### src/rtl/ram_port_arbiter.sv
// Shares one RAM port between the Apple core and a host/loader. The core always wins (a combinational bypass). Host accesses take 4 cycles: IDLE, SETUP, ACCESS, DONE.
// A core slot during SETUP or ACCESS aborts the host access, which is then retried from IDLE.
module ram_port_arbiter #(
  parameter int CNT_W = 8
) (
  input  logic             CLK_14M,
  input  logic             reset,
  input  logic             cpu_slot,
  input  logic [17:0]      core_addr,
  input  logic             core_we,
  input  logic [7:0]       core_di,
  input  logic             core_aux,
  input  logic             host_req,
  input  logic             host_we,
  input  logic [17:0]      host_addr,
  input  logic             host_aux,
  input  logic [7:0]       host_di,
  output logic             host_ack,
  output logic [7:0]       host_do,
  output logic             host_busy,
  output logic [17:0]      ram_addr,
  output logic             ram_we,
  output logic [7:0]       ram_di,
  output logic             ram_aux,
  input  logic [15:0]      ram_do,
  output logic [CNT_W-1:0] abort_cnt
);

  typedef enum logic [1:0] {IDLE, SETUP, ACCESS, DONE} state_t;

  state_t      state, state_nxt;
  logic        lat_we, lat_aux;
  logic [17:0] lat_addr;
  logic [7:0]  lat_di;
  logic        start, abort, rd_done;

  always_ff @(posedge CLK_14M) begin
    if (reset) state <= IDLE;
    else       state <= state_nxt;
  end

  always_comb begin
    state_nxt = state;
    start     = 1'b0;
    abort     = 1'b0;
    rd_done   = 1'b0;
    host_ack  = 1'b0;
    host_busy = (state != IDLE);
    ram_addr  = core_addr;
    ram_di    = core_di;
    ram_aux   = core_aux;
    ram_we    = 1'b0;
    case (state)
      IDLE: begin
        if (host_req && !cpu_slot) begin
          start     = 1'b1;
          state_nxt = SETUP;
        end
      end
      SETUP: begin
        ram_addr = lat_addr;
        ram_di   = lat_di;
        ram_aux  = lat_aux;
        if (cpu_slot) begin
          abort     = 1'b1;
          state_nxt = IDLE;
        end else begin
          state_nxt = ACCESS;
        end
      end
      ACCESS: begin
        ram_addr = lat_addr;
        ram_di   = lat_di;
        ram_aux  = lat_aux;
        // A reset landing mid-access must never commit the host write.
        ram_we   = lat_we & ~reset;
        if (cpu_slot) begin
          abort     = 1'b1;
          state_nxt = IDLE;
        end else begin
          rd_done   = ~lat_we;
          state_nxt = DONE;
        end
      end
      DONE: begin
        host_ack  = 1'b1;
        state_nxt = IDLE;
      end
    endcase
    if (cpu_slot) begin
      ram_addr = core_addr;
      ram_di   = core_di;
      ram_aux  = core_aux;
      ram_we   = core_we;
    end
  end

  always_ff @(posedge CLK_14M) begin
    if (reset) begin
      lat_we    <= 1'b0;
      lat_aux   <= 1'b0;
      lat_addr  <= '0;
      lat_di    <= '0;
      host_do   <= '0;
      abort_cnt <= '0;
    end else begin
      if (start) begin
        lat_we   <= host_we;
        lat_aux  <= host_aux;
        lat_addr <= host_addr;
        lat_di   <= host_di;
      end
      if (rd_done) host_do <= lat_aux ? ram_do[15:8] : ram_do[7:0];
      if (abort && (abort_cnt != '1)) abort_cnt <= abort_cnt + CNT_W'(1);
    end
  end

endmodule

### config.mk
export PLATFORM = sky130hd
export DESIGN_NAME = ram_port_arbiter
export DESIGN_NICKNAME = d
export VERILOG_FILES = /design/src/rtl/ram_port_arbiter.sv
export SDC_FILE = /design/constraint.sdc
export NUM_CORES = 1
export LEC_CHECK = 0
export ABC_AREA = 1
export BUFFER_PORTS_ARGS = -buffer_cell sky130_fd_sc_hd__clkbuf_2
export CAP_MARGIN = 10
export CELL_PAD_IN_SITES_DETAIL_PLACEMENT = 0
export CELL_PAD_IN_SITES_GLOBAL_PLACEMENT = 2
export CORE_ASPECT_RATIO = 1.4
export CORE_MARGIN = 10
export CORE_UTILIZATION = 23
export CTS_BUF_LIST = sky130_fd_sc_hd__clkbuf_2
export CTS_CLUSTER_SIZE = 30
export DETAILED_ROUTE_END_ITERATION = 12
export GPL_ROUTABILITY_DRIVEN = 0
export PLACE_DENSITY = 0.78
export SYNTH_ARGS = -nofsm -noshare
export SYNTH_HDL_FRONTEND = slang
export SYNTH_SLANG_ARGS = --single-unit
### constraint.sdc
create_clock -name CLK_14M -period 1.9 [get_ports CLK_14M]
set_input_delay 0.095 -clock CLK_14M [delete_from_list [all_inputs] [get_ports CLK_14M]]
set_output_delay 0.095 -clock CLK_14M [all_outputs]
set_load 0.02 [all_outputs]
; ---- After elaboration in Yosys (flattened, before gate mapping)
; Index checks and enable logic that the tools add are counted.
[op_classes]
n_bitwise = 3
n_eq_ne = 5
mux = 20
add_sub_neg = 1
n_reduce_logical = 6
[op_table]
columns = op, count
row1 = $mux W18, 2
row2 = $mux W8, 3
row3 = $mux W1, 11
row4 = $add A8 B1 Y8 const B, 1
row5 = $ne A8 B8 Y1 const B, 1
row6 = $pmux W2 S4, 1
row7 = $mux W2, 3
row8 = $eq A2 B2 Y1 const B, 2
row9 = $eq A2 B1 Y1 const B, 1
row10 = $logic_and A1 B1 Y1, 2
row11 = $logic_not A2 Y1, 1
row12 = $ne A2 B2 Y1 const B, 1
row13 = $not A1 Y1, 2
row14 = $reduce_bool A2 Y1, 1
row15 = $reduce_or A2 Y1, 1
row16 = $and A1 B1 Y1, 1
row17 = $logic_not A1 Y1, 1
[word_totals]
in_bits = 76
output_inout_bits = 46
elab_cells = 42
register_bits = 46

; ---- Depth between registers and ports, before layout
[logic_depth]
ltp_word = 4
mapped_depth = 8
depth_no_buf = 8

; ---- Worst setup path before layout
; No wires, ideal clock.
[synth_timing]
path_type = register -> output
startpoint = reg state[1]
endpoint = out ram_addr[0]
path_slack_ns = 0.274
required_time_ns = 1.805
arrival_time_ns = 1.531
path_stages_with_launch = 6
path_buffers = 1
cell_sequence = dfxtp_1 > inv_1 > ha_1 > nand2_2 > clkbuf_1 > o21ai_0
[synth_between]
elab_chain_len = 4
word_cells_on_any_way = 5
classes_between = eq/ne: 2 / mux: 2 / reduce/logical: 1
[synth_lines]
columns = item, line
row1 = start: declaration, 31  ; state_t state, state_nxt;
row2 = start signal: assignment, 39  ; else state <= state_nxt;
row3 = $eq A2 B2 Y1 or $eq A2 B1 Y1 (tied branches), 53  ; case (state)
row4 = $reduce_or A2 Y1 (no line) (*), --
row5 = $mux W18 (*), 53
row6 = $mux W18 (*), 90  ; if (cpu_slot) begin
row7 = end: declaration, 21  ; output logic [17:0] ram_addr,
; Mark *: on every way between the ends. The rest lies on a longest branch, timed or not.

; ---- Worst setup path in the final report
[layout_timing]
startpoint = reg state[0]
endpoint = out ram_di[0]
[layout_between]
elab_chain_len = 4
word_cells_on_any_way = 5
classes_between = eq/ne: 2 / mux: 2 / reduce/logical: 1
[layout_lines]
columns = item, line
row1 = $eq A2 B2 Y1 or $eq A2 B1 Y1 (tied branches), 53
row2 = $reduce_or A2 Y1 (no line) (*), --
row3 = $mux W8 (*), 53
row4 = $mux W8 (*), 90
row5 = end: declaration, 23  ; output logic [7:0] ram_di,
; Marked as above.

==> results.txt <==
----------------------------------------------------
[Clock network]
  Sink Count ... 46
  TritonCTS clock tree ... built
  Clock tree root driver cell ... sky130_fd_sc_hd__clkbuf_2
  Number of buffers created by CTS ... 5
  H-tree depth reported by CTS ... 2
  Worst-Skew Late Latency ... about 0.43 ns
  Clock Tree Buf Depth ... 2
  Clock-pin slew on the worst setup and hold paths ... approximately 0.22 ns

[Floorplan]
  Chip width ... 104.4 um
  Die outline area ... ~14000 sq um
  Count of boundary I/O pins ... around 120
  Number of cell rows ... 43
  Die boundary height ... ~140 um
  Area of the core ... roughly 10000 sq um
  Starting utilization of the core area ... 0.2327

[Synthesis]
  Dominant cells by area after synthesis ... sky130_fd_sc_hd__dfxtp_1 (40%), sky130_fd_sc_hd__nand2_1 (13%), sky130_fd_sc_hd__o21ai_0 (12%), sky130_fd_sc_hd__a21oi_1 (7.6%), sky130_fd_sc_hd__inv_1 (6.9%)
  Yosys cell types ... 23
  Cells after Synth ... 340
  Net count after synthesis ... 423
  Leading area contributor after synthesis ... sky130_fd_sc_hd__dfxtp_1
  Area share of the leading cell type in the synthesized netlist ... 0.4020
  Register area share after synthesis ... 0.4020
  Register bit count reported by yosys ... 46
  Total of warnings raised by yosys ... 0
  Mean instance size in the synthesized netlist ... about 6.7 sq um
  Cell area after synthesis ... approximately 2300 sq um

[Worst setup path]
  Slack of the worst reg-to-reg path ... ~0.18 ns
  Worst flop-to-flop path startpoint ... state[1]$_SDFFE_PP0P_
  Worst EP required ... around 1.8 ns
  Critical path peak fanout ... 7
  Count of cells along the worst register-to-register path ... 8
  Critical path endpoint category ... primary output
  Critical setup path kind ... reg2out
  Crit path from ... state[0]$_SDFFE_PP0P_
  Crit start category ... flip-flop
  WP data arrival ... around 1.8 ns

[STA]
  Final critical delay including setup and external delays ... about 1.9 ns
  Count of final max-slew check failures ... 0
  Setup repair after global routing missed its margin ... yes
  Highest attainable clock frequency ... ~530 MHz
  Least-Margin Pin Slew ... roughly 0.51 ns
  Number of endpoints with negative hold slack in the final report ... 0
  Final setup fails ... 0
  Period Utilization, post-route ... 0.9954
  Max-slew headroom ... 0.6601
  Setup tns final ... 0 ns
  Setup slack after layout ... a little under 0.009 ns
  Setup clock skew after layout ... 0.01646 ns

[Routing]
  Total wirelength of the detailed-routed design ... around 9200 um
  Average routed wire per standard cell ... approximately 14 um
  Number of design rule violations left after detail routing ... 0
  Count of TritonRoute iterations in the first routing pass ... 4
  Per-cell via count in the routed design ... ~4.2
  Final antenna-violating net count ... 0
  Routed vias ... around 2700
  Drt initial violations ... 58

[Status]
  Result of the run ... complete, no violations

[Global routing]
  Initial antenna violation count ... 1
  Remaining Overflow, GRT ... 0
  Total track usage ... 0.1215
  Maximum number of pins on one net before global-route repair ... 47
  First-pass GRT wire length ... about 14000 um
  Number of global-route vias before repair ... roughly 2800

[Hold path]
  Beginning of the worst hold path ... cpu_slot
  Type of the tightest min-delay check ... in2reg
  Instance count along the most critical hold path ... 4

[Cells and area]
  Top library cells by usage in the layout, fill and taps aside ... sky130_fd_sc_hd__clkbuf_2 (100), sky130_fd_sc_hd__nand2_1 (70), sky130_fd_sc_hd__dlygate4sd3_1 (46)
  Nets@finish ... just under 600
  Number of inserted filler cells in the final layout ... a little over 1000
  Layout cells sized above 1 ... 0.3730
  Area grow syn2layout ... 80.23%
  Leading cell type in the layout, fill and taps excluded ... sky130_fd_sc_hd__clkbuf_2

[Pwr]
  Total power per unit cell area ... about 610 nW/um^2
  Overall power of the completed layout ... ~2.5 mW
  Static leakage power ... 1.967 nW
  Worst IR drop on VDD ... roughly 0.0003 V

[Placement]
  Half-perimeter wire length after placement ... about 6000 um
  Worst slack at placement ... roughly 0.26 ns
  Total of buffers placed on input and output ports ... 121

[Job]
  Max-Cap Viols ... 0

----------------------------------------------------
worst max-delay path: stages (launching register included):
cell                        delay [ns]
sky130_fd_sc_hd__dfxtp_4          0.42
sky130_fd_sc_hd__inv_4            0.05
sky130_fd_sc_hd__ha_4             0.29
sky130_fd_sc_hd__nand2_8          0.12
sky130_fd_sc_hd__clkbuf_16        0.21
sky130_fd_sc_hd__o21ai_2          0.14
sky130_fd_sc_hd__buf_6            0.14
Yosys cell counts (all sizes together):
cell type   n
nand2      82
o21ai      65
dfxtp      46
inv        44
a21oi      35
nor2       33
buf        10
nand3       8
ha          7
clkbuf      6
clkinv      1
nand3b      1
nor3        1
o31ai       1
what timing repair did:
action,in CTS,in global routing
endpoints found under the hold margin,37,0
cloned,4,2
gates resized for setup,82,68
pin swaps,0,2
hold buffers,46,0
buffers inserted,3,1
setup endpoints to repair,27,31
state kept, by name, summed over array words and instances, names as in the netlist:
signal / count
lat_addr: 18
abort_cnt: 8
host_do: 8
lat_di: 8
state: 2
lat_aux: 1
lat_we: 1
logic make-up after synthesis:
kind of cell | count (synthesis) | synth area share
buf+inv | 61 | 0.1180
simple gates | 125 | 0.2201
fa+ha+maj | 7 | 0.03823
flops | 46 | 0.4020
compound gates | 101 | 0.2217
worst paths after layout:
kind,end
setup reg to reg,state[1]$_SDFFE_PP0P_
hold reg to reg,lat_di[5]$_SDFFE_PP0P_
setup / recovery,ram_di[0]
hold / removal,state[0]$_SDFFE_PP0P_
metal layers:
metal / part of all wire / vias to the layer above / wire, um / GRT usage
li1: - / 1427 / - / -
met1: 0.42 / 1226 / 3817 / 0.1291
met2: 0.52 / 69 / 4788 / 0.2255
met3: 0.044 / 10 / 405 / 0.03023
met4: 0.020 / 0 / 185 / 0.04041
met5: 0 / - / 0 / 0
final cells by class:
type / count / area (sq um) / share of cell area
Sequential cell: 46 / 927.1 / 0.2245
Timing Repair Buffer: 180 / 1504 / 0.3642
Clock inverter: 1 / 30.03 / 0.007273
Multi-Input combinational cell: 233 / 1286 / 0.3115
Inverter: 45 / 175.2 / 0.04242
Antenna cell: 1 / 2.502 / 0.0006061
Clock buffer: 7 / 35.03 / 0.008485
Tap cell: 135 / 168.9 / 0.04091
per-stage QoR:
stage / instances / area [sq um] / utilization / hold WS, ns
3_5_place_dp: 583 / 3024 / 0.3072 / 0.3229
6_report: 648 / 4129 / 0.4194 / 0.08354
2_1_floorplan: 340 / 2291 / - / 0.1641
4_1_cts: 644 / 3919 / 0.3980 / 0.05337
5_1_grt: 648 / 4129 / 0.4194 / 0.04324
3_3_place_gp: 583 / 3024 / 0.3072 / 0.3324
where the power goes:
| group | switching [mW] | internal (mW) |
|---|---|---|
| clock | 0.325 | 0.234 |
| combinational | 0.458 | 0.444 |
| sequential | 0.0290 | 1.03 |
| total | 0.812 | 1.70 |
Power figures use the tool's default switching activity.
